[config.mk]
export PLATFORM = sky130hd
export DESIGN_NAME = vga_frame_capture
export DESIGN_NICKNAME = d
export VERILOG_FILES = /design/src/rtl/vga_pkg.sv /design/src/rtl/vga_sync_tracker.sv /design/src/rtl/vga_frame_capture.sv
export SDC_FILE = /design/constraint.sdc
export NUM_CORES = 1
export LEC_CHECK = 0
export CAP_MARGIN = 20
export CORE_MARGIN = 2
export CORE_UTILIZATION = 60
export DETAILED_ROUTE_END_ITERATION = 8
export GPL_ROUTABILITY_DRIVEN = 0
export PLACE_DENSITY_LB_ADDON = 0.2
export RECOVER_POWER = 50
export SLEW_MARGIN = 10
export SYNTH_ARGS = -nofsm -noshare
export SYNTH_HDL_FRONTEND = slang
export SYNTH_HIERARCHICAL = 1
export SYNTH_SLANG_ARGS = --single-unit
[constraint.sdc]
create_clock -name clk -period 5.5 [get_ports clk]
set_input_delay 1.375 -clock clk [delete_from_list [all_inputs] [get_ports clk]]
set_output_delay 1.375 -clock clk [all_outputs]
set_load 0.1 [all_outputs]
[src/rtl/vga_pkg.sv]
// Shared VGA timing defaults and capture FSM state type for the frame-capture block.
package vga_pkg;

  localparam int unsigned H_ACTIVE_DEF = 640;
  localparam int unsigned H_FRONT_DEF  = 16;
  localparam int unsigned H_SYNC_DEF   = 96;
  localparam int unsigned H_BACK_DEF   = 48;
  localparam int unsigned V_ACTIVE_DEF = 480;
  localparam int unsigned V_FRONT_DEF  = 10;
  localparam int unsigned V_SYNC_DEF   = 2;
  localparam int unsigned V_BACK_DEF   = 33;
  localparam int unsigned ADDR_W_DEF   = 19;

  localparam int unsigned H_TOTAL_DEF = H_ACTIVE_DEF + H_FRONT_DEF + H_SYNC_DEF + H_BACK_DEF;
  localparam int unsigned V_TOTAL_DEF = V_ACTIVE_DEF + V_FRONT_DEF + V_SYNC_DEF + V_BACK_DEF;

  typedef enum logic [1:0] {
    IDLE    = 2'd0,
    ARMED   = 2'd1,
    CAPTURE = 2'd2
  } capture_state_t;

  // Bits needed to hold a counter that saturates at max_val.
  function automatic int unsigned cnt_width(input int unsigned max_val);
    return $clog2(max_val + 1);
  endfunction

endpackage

[src/rtl/vga_sync_tracker.sv]
// Recovers pixel coordinates from VGA sync edges; flags active pixels and over-long lines.
module vga_sync_tracker
  import vga_pkg::*;
#(
  parameter int unsigned H_ACTIVE = H_ACTIVE_DEF,
  parameter int unsigned H_FRONT  = H_FRONT_DEF,
  parameter int unsigned H_SYNC   = H_SYNC_DEF,
  parameter int unsigned H_BACK   = H_BACK_DEF,
  parameter int unsigned V_ACTIVE = V_ACTIVE_DEF,
  parameter int unsigned V_FRONT  = V_FRONT_DEF,
  parameter int unsigned V_SYNC   = V_SYNC_DEF,
  parameter int unsigned V_BACK   = V_BACK_DEF
) (
  input  logic clk,
  input  logic reset,
  input  logic pix_en,
  input  logic h_sync,
  input  logic v_sync,
  output logic vs_fall_c,
  output logic active_c,
  output logic line_err_c
);

  localparam int unsigned H_TOTAL = H_ACTIVE + H_FRONT + H_SYNC + H_BACK;
  localparam int unsigned V_TOTAL = V_ACTIVE + V_FRONT + V_SYNC + V_BACK;
  localparam int unsigned HCW     = cnt_width(H_TOTAL);
  localparam int unsigned VCW     = cnt_width(V_TOTAL);
  localparam int unsigned H_LO    = H_SYNC + H_BACK;
  localparam int unsigned H_HI    = H_LO + H_ACTIVE;
  localparam int unsigned V_LO    = V_SYNC + V_BACK;
  localparam int unsigned V_HI    = V_LO + V_ACTIVE;

  logic           prev_hs;
  logic           prev_vs;
  logic           hs_fall_c;
  logic [HCW-1:0] hcnt;
  logic [HCW-1:0] hcnt_nxt;
  logic [VCW-1:0] vcnt;
  logic [VCW-1:0] vcnt_nxt;

  // Next coordinates; the active window is judged on the post-update values.
  always_comb begin
    hs_fall_c = pix_en & prev_hs & ~h_sync;
    vs_fall_c = pix_en & prev_vs & ~v_sync;
    hcnt_nxt  = hcnt;
    vcnt_nxt  = vcnt;
    if (pix_en) begin
      if (hs_fall_c) begin
        hcnt_nxt = '0;
      end else if (hcnt != HCW'(H_TOTAL)) begin
        hcnt_nxt = hcnt + HCW'(1);
      end
      if (vs_fall_c) begin
        vcnt_nxt = '0;
      end else if (hs_fall_c && (vcnt != VCW'(V_TOTAL))) begin
        vcnt_nxt = vcnt + VCW'(1);
      end
    end
    line_err_c = pix_en && (hcnt != HCW'(H_TOTAL)) && (hcnt_nxt == HCW'(H_TOTAL));
    active_c   = pix_en
              && (hcnt_nxt >= HCW'(H_LO)) && (hcnt_nxt < HCW'(H_HI))
              && (vcnt_nxt >= VCW'(V_LO)) && (vcnt_nxt < VCW'(V_HI));
  end

  always_ff @(posedge clk or posedge reset) begin
    if (reset) begin
      prev_hs <= 1'b1;
      prev_vs <= 1'b1;
      hcnt    <= '0;
      vcnt    <= '0;
    end else if (pix_en) begin
      prev_hs <= h_sync;
      prev_vs <= v_sync;
      hcnt    <= hcnt_nxt;
      vcnt    <= vcnt_nxt;
    end
  end

endmodule

[src/rtl/vga_frame_capture.sv]
// Single-shot VGA frame grabber: arm, wait for vsync, write one frame of active pixels
// to a linear frame-buffer port.
module vga_frame_capture
  import vga_pkg::*;
#(
  parameter int unsigned H_ACTIVE = H_ACTIVE_DEF,
  parameter int unsigned H_FRONT  = H_FRONT_DEF,
  parameter int unsigned H_SYNC   = H_SYNC_DEF,
  parameter int unsigned H_BACK   = H_BACK_DEF,
  parameter int unsigned V_ACTIVE = V_ACTIVE_DEF,
  parameter int unsigned V_FRONT  = V_FRONT_DEF,
  parameter int unsigned V_SYNC   = V_SYNC_DEF,
  parameter int unsigned V_BACK   = V_BACK_DEF,
  parameter int unsigned ADDR_W   = ADDR_W_DEF
) (
  input  logic              clk,
  input  logic              reset,
  input  logic              pix_en,
  input  logic              h_sync,
  input  logic              v_sync,
  input  logic [7:0]        rgb,
  input  logic              arm,
  output logic              busy,
  output logic              wr_en,
  output logic [ADDR_W-1:0] wr_addr,
  output logic [7:0]        wr_data,
  output logic              frame_done,
  output logic              line_err,
  output logic              frame_err
);

  localparam int unsigned FRAME_PIX = H_ACTIVE * V_ACTIVE;

  logic vs_fall_c;
  logic active_c;
  logic line_err_c;
  logic last_pix_c;

  capture_state_t    state;
  capture_state_t    state_nxt;
  logic [ADDR_W-1:0] pix_cnt;
  logic [ADDR_W-1:0] pix_cnt_nxt;
  logic              busy_nxt;
  logic              wr_en_nxt;
  logic [ADDR_W-1:0] wr_addr_nxt;
  logic [7:0]        wr_data_nxt;
  logic              frame_done_nxt;
  logic              line_err_nxt;
  logic              frame_err_nxt;

  vga_sync_tracker #(
    .H_ACTIVE (H_ACTIVE),
    .H_FRONT  (H_FRONT),
    .H_SYNC   (H_SYNC),
    .H_BACK   (H_BACK),
    .V_ACTIVE (V_ACTIVE),
    .V_FRONT  (V_FRONT),
    .V_SYNC   (V_SYNC),
    .V_BACK   (V_BACK)
  ) u_sync_tracker (
    .clk        (clk),
    .reset      (reset),
    .pix_en     (pix_en),
    .h_sync     (h_sync),
    .v_sync     (v_sync),
    .vs_fall_c  (vs_fall_c),
    .active_c   (active_c),
    .line_err_c (line_err_c)
  );

  assign last_pix_c = (pix_cnt == ADDR_W'(FRAME_PIX - 1));

  // Next-state and write-port decode; busy lingers one clk after returning to IDLE.
  always_comb begin
    state_nxt      = state;
    pix_cnt_nxt    = pix_cnt;
    busy_nxt       = busy;
    wr_en_nxt      = 1'b0;
    wr_addr_nxt    = wr_addr;
    wr_data_nxt    = wr_data;
    frame_done_nxt = 1'b0;
    line_err_nxt   = line_err | line_err_c;
    frame_err_nxt  = frame_err;
    case (state)
      IDLE: begin
        busy_nxt = 1'b0;
        if (arm) begin
          state_nxt     = ARMED;
          busy_nxt      = 1'b1;
          pix_cnt_nxt   = '0;
          line_err_nxt  = line_err_c;
          frame_err_nxt = 1'b0;
        end
      end
      ARMED: begin
        if (vs_fall_c) begin
          state_nxt = CAPTURE;
        end
      end
      CAPTURE: begin
        if (vs_fall_c) begin
          frame_err_nxt = 1'b1;
          state_nxt     = IDLE;
        end else if (active_c) begin
          wr_en_nxt   = 1'b1;
          wr_addr_nxt = pix_cnt;
          wr_data_nxt = rgb;
          pix_cnt_nxt = pix_cnt + ADDR_W'(1);
          if (last_pix_c) begin
            frame_done_nxt = 1'b1;
            state_nxt      = IDLE;
          end
        end
      end
      default: begin
        state_nxt = IDLE;
      end
    endcase
  end

  always_ff @(posedge clk or posedge reset) begin
    if (reset) begin
      state      <= IDLE;
      pix_cnt    <= '0;
      busy       <= 1'b0;
      wr_en      <= 1'b0;
      wr_addr    <= '0;
      wr_data    <= '0;
      frame_done <= 1'b0;
      line_err   <= 1'b0;
      frame_err  <= 1'b0;
    end else begin
      state      <= state_nxt;
      pix_cnt    <= pix_cnt_nxt;
      busy       <= busy_nxt;
      wr_en      <= wr_en_nxt;
      wr_addr    <= wr_addr_nxt;
      wr_data    <= wr_data_nxt;
      frame_done <= frame_done_nxt;
      line_err   <= line_err_nxt;
      frame_err  <= frame_err_nxt;
    end
  end

endmodule
* After elaboration in Yosys (flattened, before gate mapping)
Index checks and enable logic that the tools add are counted.
** Word-level totals
- Logic and storage cells :: 83
- Output and inout port bits :: 32
- Bits in registers :: 75
- Input bits :: 14
** Cells by class
- Bitwise gates (word level) :: 8
- Muxes and demuxes :: 29
- Add/sub/neg operators :: 3
- Equal/unequal tests :: 13
- Reductions and logical operators :: 13
- Order comparisons :: 4
** Operators with widths (count)
- 2-to-1 mux 10 bit :: 6
- 2-to-1 mux 19 bit :: 3
- one-hot mux 19 bit (2 select lines) :: 1
- adder 10 x 1 -> 10 bit (second input constant) :: 2
- < comparator 10 bit (second input constant) :: 2
- != test 10 bit (second input constant) :: 2
- adder 19 x 1 -> 19 bit (second input constant) :: 1
- equality test 19 bit (second input constant) :: 1
- 2-to-1 mux 1 bit :: 12
- equality test 10 bit (second input constant) :: 1
- >= comparator 10 x 6 -> 1 bit (second input constant) :: 1
- >= comparator 10 x 8 -> 1 bit (second input constant) :: 1
- 2-to-1 mux 2 bit :: 5
- AND reduction 4 bit :: 2
- logical AND 1 bit :: 7
- != test 2 bit (second input constant) :: 3
- != test 3 x 2 -> 1 bit (second input constant) :: 2
- one-hot mux 2 bit (3 select lines) :: 1
- AND reduction 3 bit :: 2
- AND 1 bit :: 4
- != test 2 x 1 -> 1 bit (second input constant) :: 2
- NOT 1 bit :: 3
- equality test 2 x 1 -> 1 bit (second input constant) :: 1
- equality test 2 bit (second input constant) :: 1
- 4 further kinds :: 4

* Longest topological paths before layout
Gate-level depths: netlist (run 1).
- Word-level depth :: 12
- Gate-level depth with buffers :: 14
- Depth with buffers taken out :: 13

* Modules after synthesis
Netlist (run 1), hierarchy kept.
** Modules (own cells, without submodules)
- vga_frame_capture :: cells an instance 251, area each 2316.0 sq um, times used 1, sequential area each 1326.3 sq um
- vga_sync_tracker :: cells an instance 161, area each 1490.2 sq um, times used 1, sequential area each 553.0 sq um

* Least setup slack after synthesis (run 1)
OpenSTA, ideal clock, no wires.
- Kind :: input -> register
- Start point :: input port pix_en
- End point :: register pix_cnt[18]
- Path buffers :: 2
- Library setup time :: 78 ps
- Stages on the path :: 12
- Slack :: 1357 ps
- Data arrival time :: 4065 ps
- Required time :: 5422 ps
- Path through :: buf_2 -> nand3b_1 -> a31oi_1 -> mux2_2 -> nor3_1 -> nand4b_1 -> a31oi_1 -> nand4bb_1 -> or3_1 -> buf_2 -> or4_1 -> a21oi_1
** On the way
- Word-level cells in the longest chain between the ends :: 11
- Elaborated cells between the ends (all ways) :: 21
- Classes of those cells :: order compare: 4; eq/ne: 2; mux: 5; bitwise: 4; reduce/logical: 6
** RTL lines
- from (decl) :: line vga_frame_capture.sv:18 : input logic pix_en,
- AND 1 bit (2 in a row) :: line vga_sync_tracker.sv:43 : hs_fall_c = pix_en & prev_hs & ~h_sync;
- logical AND 1 bit or 2-to-1 mux 10 bit (tied branches) :: line vga_sync_tracker.sv:55, vga_sync_tracker.sv:48
- 2-to-1 mux 10 bit (on tied branches) :: line vga_sync_tracker.sv:55, vga_sync_tracker.sv:47
- 2-to-1 mux 10 bit or >= comparator 10 x 8 -> 1 bit (tied branches) :: line vga_sync_tracker.sv:53, vga_sync_tracker.sv:61
- 2-to-1 mux 10 bit or logical AND 1 bit (tied branches) :: line vga_sync_tracker.sv:47, vga_sync_tracker.sv:61
- >= comparator 10 x 6 -> 1 bit or logical AND 1 bit (tied branches) :: line vga_sync_tracker.sv:62, vga_sync_tracker.sv:61
- logical AND 1 bit :: line vga_sync_tracker.sv:62 : && (vcnt_nxt >= VCW'(V_LO)) && (vcnt_nxt < VCW'(V_HI));
- logical AND 1 bit * :: line vga_sync_tracker.sv:62
- named net active_c :: line vga_frame_capture.sv:35 : logic active_c;
- != test 2 bit (no line) *
- AND reduction 4 bit (no line) *
- to (signal assigned) :: line vga_frame_capture.sv:134 : pix_cnt <= pix_cnt_nxt;
- to (decl) :: line vga_frame_capture.sv:41 : logic [ADDR_W-1:0] pix_cnt;
Mark *: on every way through the listed nets, which the timed path passes. The rest lies on a longest branch.
A chain may end at the register's enable or synchronous reset.

* Worst setup path after layout (run 1)
- Start point :: input port pix_en
- End point :: register pix_cnt[15]
The elaborated chain is that of the path after synthesis.

==> results of run 1 <==
==> worst register-to-register path, stage by stage (launching register included) <==
cell and delay, ns:
dfrtp_1 0.46, ha_1 0.23, and4bb_1 0.24, a31oi_1 0.42
mux2_2 0.41, nor3_1 0.14, nand4b_1 0.11, a31oi_1 0.28
nand3b_1 0.27, a2111oi_2 0.68, a21oi_1 0.14, a31o_2 0.24
==> per-layer routing <==
metal	track usage, %	up-vias	share of wire [%]
met3	4.25	12	6.5
met5	0	-	0
met1	36.2	1518	45
met2	37.0	136	47
met4	8.94	0	1.2
li1	-	1518	-
==> placed cells by master, fill, tap and decap left out, types with 10 or more instances in the layout <==
cell type / n
a21oi_1: 17
nor2_1: 35
clkbuf_8: 10
dfrtp_1: 73
nand2_1: 95
o21ai_0: 10
nand4_1: 13
xnor2_1: 19
inv_1: 13
clkdlybuf4s50_1: 42
==> path summary, 6_finish.rpt <==
kind	from	to	slack, ns	depth (start not counted)
worst max-delay path	pix_en	pix_cnt[15]	0.57	12
worst min-delay path	wr_data[4]	wr_data[4]	0.47	2
worst max register to register	u_sync_tracker/vcnt[0]	pix_cnt[15]	1.78	11
worst min register to register	wr_data[4]	wr_data[4]	0.47	2
max in group asynchronous	reset	wr_addr[1]	1.61	3
min in group asynchronous	reset	wr_data[3]	1.52	2
==> power by group <==
| group | total [mW] | internal [mW] | switching (mW) |
|---|---|---|---|
| clock network | 0.462 | 0.268 | 0.194 |
| logic | 0.276 | 0.0960 | 0.180 |
| registers | 0.645 | 0.591 | 0.0544 |
==> state kept, by name, summed over array words and instances (netlist names) <==
register,count
busy,1
frame_done,1
frame_err,1
line_err,1
pix_cnt,19
state,2
u_sync_tracker/hcnt,10
u_sync_tracker/prev_hs,1
u_sync_tracker/prev_vs,1
u_sync_tracker/vcnt,10
wr_addr,19
wr_data,8
wr_en,1
==> logic make-up (layout without fill, tap and decap cells) <==
kind of cell	count (synthesis)	count (layout)	share of synthesized area, %
AO/OA/AOI/OAI	58	58	10.5
XOR/XNOR	23	23	5.29
adder cells (fa/ha/maj)	5	5	1.64
buffers and inverters	31	80	3.39
flip-flops	75	75	49.4
multiplexers	6	6	1.71
AND/OR/NAND/NOR	214	214	28.1
==> through the flow <==
stage                     utilization (%)  hold slack (ns)  cell area [um^2]  power (mW)  setup slack [ns]
after floorplan                         -            0.467              3810       0.852              1.36
after global placement               68.9            0.458              4300       0.916             0.580
after detailed placement             68.9            0.461              4300       0.925             0.469
after CTS                            72.4            0.479              4520        1.39             0.820
after global routing                 72.5            0.509              4530        1.45             0.376
final                                72.5            0.474              4530        1.38             0.569
==> layout make-up <==
type | instances | share of cell area, %
sequential | 75 | 41.5
multi-input combinational | 306 | 39.7
timing repair buffer | 50 | 10.6
clock buffer | 12 | 3.21
tap | 77 | 2.13
clock inverter | 4 | 1.63
inverter | 14 | 1.16
==> flow_summary_export.csv, run 1 <==
group,metric,value,unit
run_status,status,"finished, violations left",
run_status,violations,"capacitance limit, slew limit",
route,routed_wl,8.20,mm
synth,yosysMostFrequentCell,"nand2_1",
synth,synth_common_cells,"nand2_1 (95), dfrtp_1 (73), nor2_1 (35)",
route,routed_via_density,5.92,
clock_network,clk_path_buf_depth,2,
global_routing,grt_pass1_vias,2995,
synth,synth.area.top_cells,"dfrtp_1 (48%), nand2_1 (9.4%), xnor2_1 (4.4%), nor2_1 (3.5%), a21oi_1 (2.2%)",
clock_network,cts.hold.buffers_added,0,
clock_network,cts.htree.levels,3,
clock_network,cts_buffers,9,
floorplan,dieHeight,83.6,um
synth,synth_nets,431,
synth,yosysSeqAreaShare,49.4,%
global_routing,antenna_found_initial,0,
clock_network,cts_tree,"yes",
placed_design,io_buffer_count,45,
route,wire_per_inst,15.2,um
final_layout,synthToLayoutAreaGrowth,18.9,%
critical_path,slowest_stage,"dlygate4sd3_1",
critical_path,critical_path.max_fanout,11,
sta,rsz0062_at_grt,"false",
worst_hold_path,min_path_type,"reg -> reg",
route,dr.first_iter.drc_count,238,
sta,setup_viol,0,
final_layout,n_antenna_cell,0,
critical_path,worstSetupStartpointType,"input port",
synth,ys.flop_type,"dfrtp_1",
pwr,irDropWorstVdd,0.200,mV
synth,ys_types,60,
synth,synth.avg_cell_area,9.24,um^2
final_layout,register_area,0.00188,mm^2
final_layout,final_nets,475,
critical_path,arrival,5.17,ns
clock_network,numClockSinks,75,
final_layout,fillers,477,
global_routing,gr-total-overflow,0,
floorplan,die_area,0.00700,mm^2
synth,yosys.area.top_type,"dfrtp_1",
sta,tightest_slew,2.15,ns
synth,ys_ff_latch,75,
global_routing,grt_pass1_wl,14.0,mm
sta,fin_skew,0.00692,ns
sta,finalHoldViolCount,0,
floorplan,coreArea,0.00624,mm^2
sta,slew_viol_final,42,
global_routing,track_usage,24.6,%
pwr,leakage,2.02,nW
route,final_antenna_net_count,0,
floorplan,pin_count,46,
final_layout,drive_gt1_share,8.24,%
sta,fin_crit_sh,89.7,%
critical_path,crit_type,"in -> reg",
clock_network,clkTransAtPathRegs,0.07,ns
synth,synth_top_area_share,48.0,%
placed_design,dp.cells,520,
synth,syn_area,0.00381,mm^2
pwr,power.density,306,mW/mm^2
run,cap_violations,1,
route,firstDrtPassIters,5,
placed_design,dp.final_hpwl,5.65,mm
clock_network,cts_root_buf,"clkbuf_8",
critical_path,crit_top_cell,"a21oi_1",
critical_path,crit_buf_inv,2,
critical_path,slowest_delay,0.82,ns
critical_path,path_cells,"dlygate4sd3_1, clkbuf_1, and4b_1, nand4_1, a21oi_1, o31ai_1, or2_1, a31oi_1, nand3b_1, a2111oi_2, a21oi_1, a31o_2",
synth,synth_edf_count,0,
clock_network,clock_latency,0.34,ns
floorplan,initial_utilization,61.0,%
critical_path,cp.required,5.74,ns
synth,syn_inst,412,
sta,slew_headroom,-43.5,%
final_layout,multi_input_area,0.00180,mm^2
global_routing,grt_max_degree,54,
sta,fin_setup_tns,0,ns
synth,async_reset_ff_share,100,%
sta,fmax,203,MHz
final_layout,finalNonFillerCells,538,
route,drc,0,
critical_path,crit_family,"compound AO/OA/AOI/OAI gates",
route,vias,3184,
clock_network,cts_setup_buffers,0,
critical_path,end_kind,"flop",
synth,synth_warnings,6,
clock_network,cts_resized,0,
floorplan,rows,29,
floorplan,die_w,83.6,um
sta,period_needed,4.93,ns
(Power assumes the default switching activity.)
==> run 2: changes to the inputs <==
--- a/config.mk
+++ b/config.mk
@@ -5,7 +5,7 @@
 export SDC_FILE = /design/constraint.sdc
 export NUM_CORES = 1
 export LEC_CHECK = 0
-export CAP_MARGIN = 20
+export ABC_CLOCK_PERIOD_IN_PS = 5500
 export CORE_MARGIN = 2
 export CORE_UTILIZATION = 60
 export DETAILED_ROUTE_END_ITERATION = 8
==> run 2 against run 1 <==
Sequential share of layout area increased by 0.14 points. Critical path depth unchanged. First-iteration DRC count fell by 8.0%. Hold slack worse by 0.00063 ns. Maximum frequency increased by 0.49%. Clock-buffer cell count stayed put. Critical endpoint is now pix_cnt[18]. Routed wire length shrank 0.93%. The run still ends with capacitance limit, slew limit left.
==> flow_summary_export.csv, run 2 (synthesis results as in run 1) <==
group,metric,value,unit
final_layout,mostFrequentLayoutCells,"nand2_1 (95), dfrtp_1 (73), clkdlybuf4s50_1 (42)",
floorplan,coreArea,0.00624,mm^2
sta,fin_crit_sh,89.2,%
clock_network,cts.htree.levels,3,
worst_hold_path,hold_end,"wr_addr[11]",
floorplan,die_w,83.6,um
critical_path,slowest_delay,0.81,ns
sta,fin_skew,0.00491,ns
critical_path,end_kind,"flop",
clock_network,clk_path_buf_depth,2,
global_routing,track_usage,24.6,%
critical_path,r2r_slack,1.81,ns
pwr,p_seq_share,46.8,%
sta,finalHoldViolCount,0,
sta,finalWorstSetupSlack,0.593,ns
final_layout,reg_top3,"pix_cnt (19), wr_addr (19)",
final_layout,finalNonFillerCells,536,
final_layout,final_nets,473,
global_routing,grt_pass1_vias,2995,
clock_network,cts_resized,0,
clock_network,cts_tree,"yes",
placed_design,io_buffer_count,45,
final_layout,synthToLayoutAreaGrowth,18.5,%
sta,setup_viol,0,
pwr,switching_power,0.427,mW
clock_network,clock_latency,0.34,ns
route,drc,0,
floorplan,rows,29,
sta,tightest_slew,1.91,ns
run_status,violations,"capacitance limit, slew limit",
floorplan,initial_utilization,61.0,%
critical_path,crit_type,"in -> reg",
pwr,leakage,2.01,nW
run,cap_violations,1,
sta,fin_setup_tns,0,ns
sta,slew_viol_final,54,
route,wire_per_inst,15.2,um
global_routing,grt_max_degree,54,
placed_design,dp.cells,520,
floorplan,dieHeight,83.6,um
critical_path,cp.required,5.76,ns
global_routing,antenna_found_initial,0,
placed_design,dp.final_hpwl,5.65,mm
route,routed_via_density,5.91,
critical_path,path_cells,"dlygate4sd3_1, clkbuf_1, and4b_1, nand4_1, a21oi_1, o31ai_1, or2_1, a31oi_1, nand4bb_1, or3_1, or4_1, a21oi_1",
floorplan,pin_count,46,
pwr,power_frac_comb,19.7,%
pwr,switching_share,31.0,%
critical_path,crit_top_cell,"a21oi_1",
sta,fmax,204,MHz
run_status,status,"finished, violations left",
final_layout,final_util,72.3,%
floorplan,die_area,0.00700,mm^2
route,vias,3168,
critical_path,arrival,5.17,ns
sta,whs,0.474,ns
global_routing,grt_pass1_wl,14.0,mm
critical_path,timing.rr.start,"u_sync_tracker/vcnt[0]",
clock_network,clkTransAtPathRegs,0.07,ns
final_layout,fillers,476,
worst_hold_path,hold_depth,2,
critical_path,worstSetupStartpointType,"input port",
final_layout,drive_gt1_share,8.06,%
pwr,power_frac_clock,33.5,%
global_routing,gr-total-overflow,0,
sta,period_needed,4.91,ns
clock_network,cts_buffers,9,
clock_network,cts_setup_buffers,0,
worst_hold_path,min_from,"wr_addr[11]",
pwr,irDropWorstVdd,0.197,mV
pwr,internal_power,0.951,mW
critical_path,rr_worst_depth,11,
placed_design,pre_cts_slack,0.469,ns
pwr,power.density,306,mW/mm^2
clock_network,numClockSinks,75,
sta,slew_headroom,-27.5,%
critical_path,r2r_end,"pix_cnt[18]",
critical_path,slowest_stage,"dlygate4sd3_1",
sta,rsz0062_at_grt,"false",
critical_path,critical_path.max_fanout,11,
clock_network,cts_root_buf,"clkbuf_8",
route,firstDrtPassIters,5,
route,final_antenna_net_count,0,
worst_hold_path,min_path_type,"reg -> reg",
clock_network,cts.hold.buffers_added,0,
final_layout,n_antenna_cell,0,
route,dr.first_iter.drc_count,219,
route,routed_wl,8.12,mm
final_layout,mostFrequentLayoutCell,"nand2_1",
-- run 2: worst max path at each step --
stage	endpoint	slack, ns	depth (start not counted)	startpoint
finish	pix_cnt[18]	0.59	12	pix_en
CTS	pix_cnt[18]	0.82	11	pix_en
floorplan	pix_cnt[18]	1.36	12	pix_en
detailed placement	pix_cnt[18]	0.47	11	pix_en
global placement	pix_cnt[15]	0.58	10	pix_en
global route	pix_cnt[13]	0.37	11	pix_en
-- run 2: final cells by class --
cell class / count / area, um^2 / share of cell area (%)
flip-flops and latches: 75 / 1880 / 41.7
multi-input cells: 306 / 1800 / 39.9
repair buffers: 48 / 465 / 10.3
clock buffers: 12 / 145 / 3.22
well taps: 77 / 96.3 / 2.14
clock inverters: 4 / 73.8 / 1.64
inverters: 14 / 52.6 / 1.17
-- run 2: per-stage QoR --
step	area [um^2]	total power [mW]
after global placement	4300	0.916
final	4510	1.38
after CTS	4520	1.39
after floorplan	3810	0.852
after detailed placement	4300	0.925
after global routing	4510	1.45
-- run 2: per-layer routing --
| metal | part of all wire (%) | global-route usage, % | wire, um | vias up |
|---|---|---|---|---|
| met3 | 6.0 | 4.25 | 485 | 13 |
| li1 | - | - | - | 1513 |
| met1 | 46 | 36.2 | 3720 | 1525 |
| met2 | 47 | 37.0 | 3810 | 117 |
| met5 | 0 | 0 | 0 | - |
| met4 | 1.2 | 8.94 | 101 | 0 |
-- run 2: worst max-delay path: cells and delay by family --
family                 cells  cell delay, ns
buffers and inverters      2            1.13
AO/OA/AOI/OAI              4            0.73
AND/OR/NAND/NOR            6            1.94
-- run 2: power groups by stage --
| stage | combinational, mW | clock (mW) | sequential (mW) |
|---|---|---|---|
| finish | 0.271 | 0.462 | 0.645 |
| global route | 0.298 | 0.497 | 0.653 |
| CTS | 0.273 | 0.472 | 0.643 |
| detailed placement | 0.271 | 0 | 0.653 |
| global placement | 0.266 | 0 | 0.651 |
| floorplan | 0.147 | 0 | 0.705 |
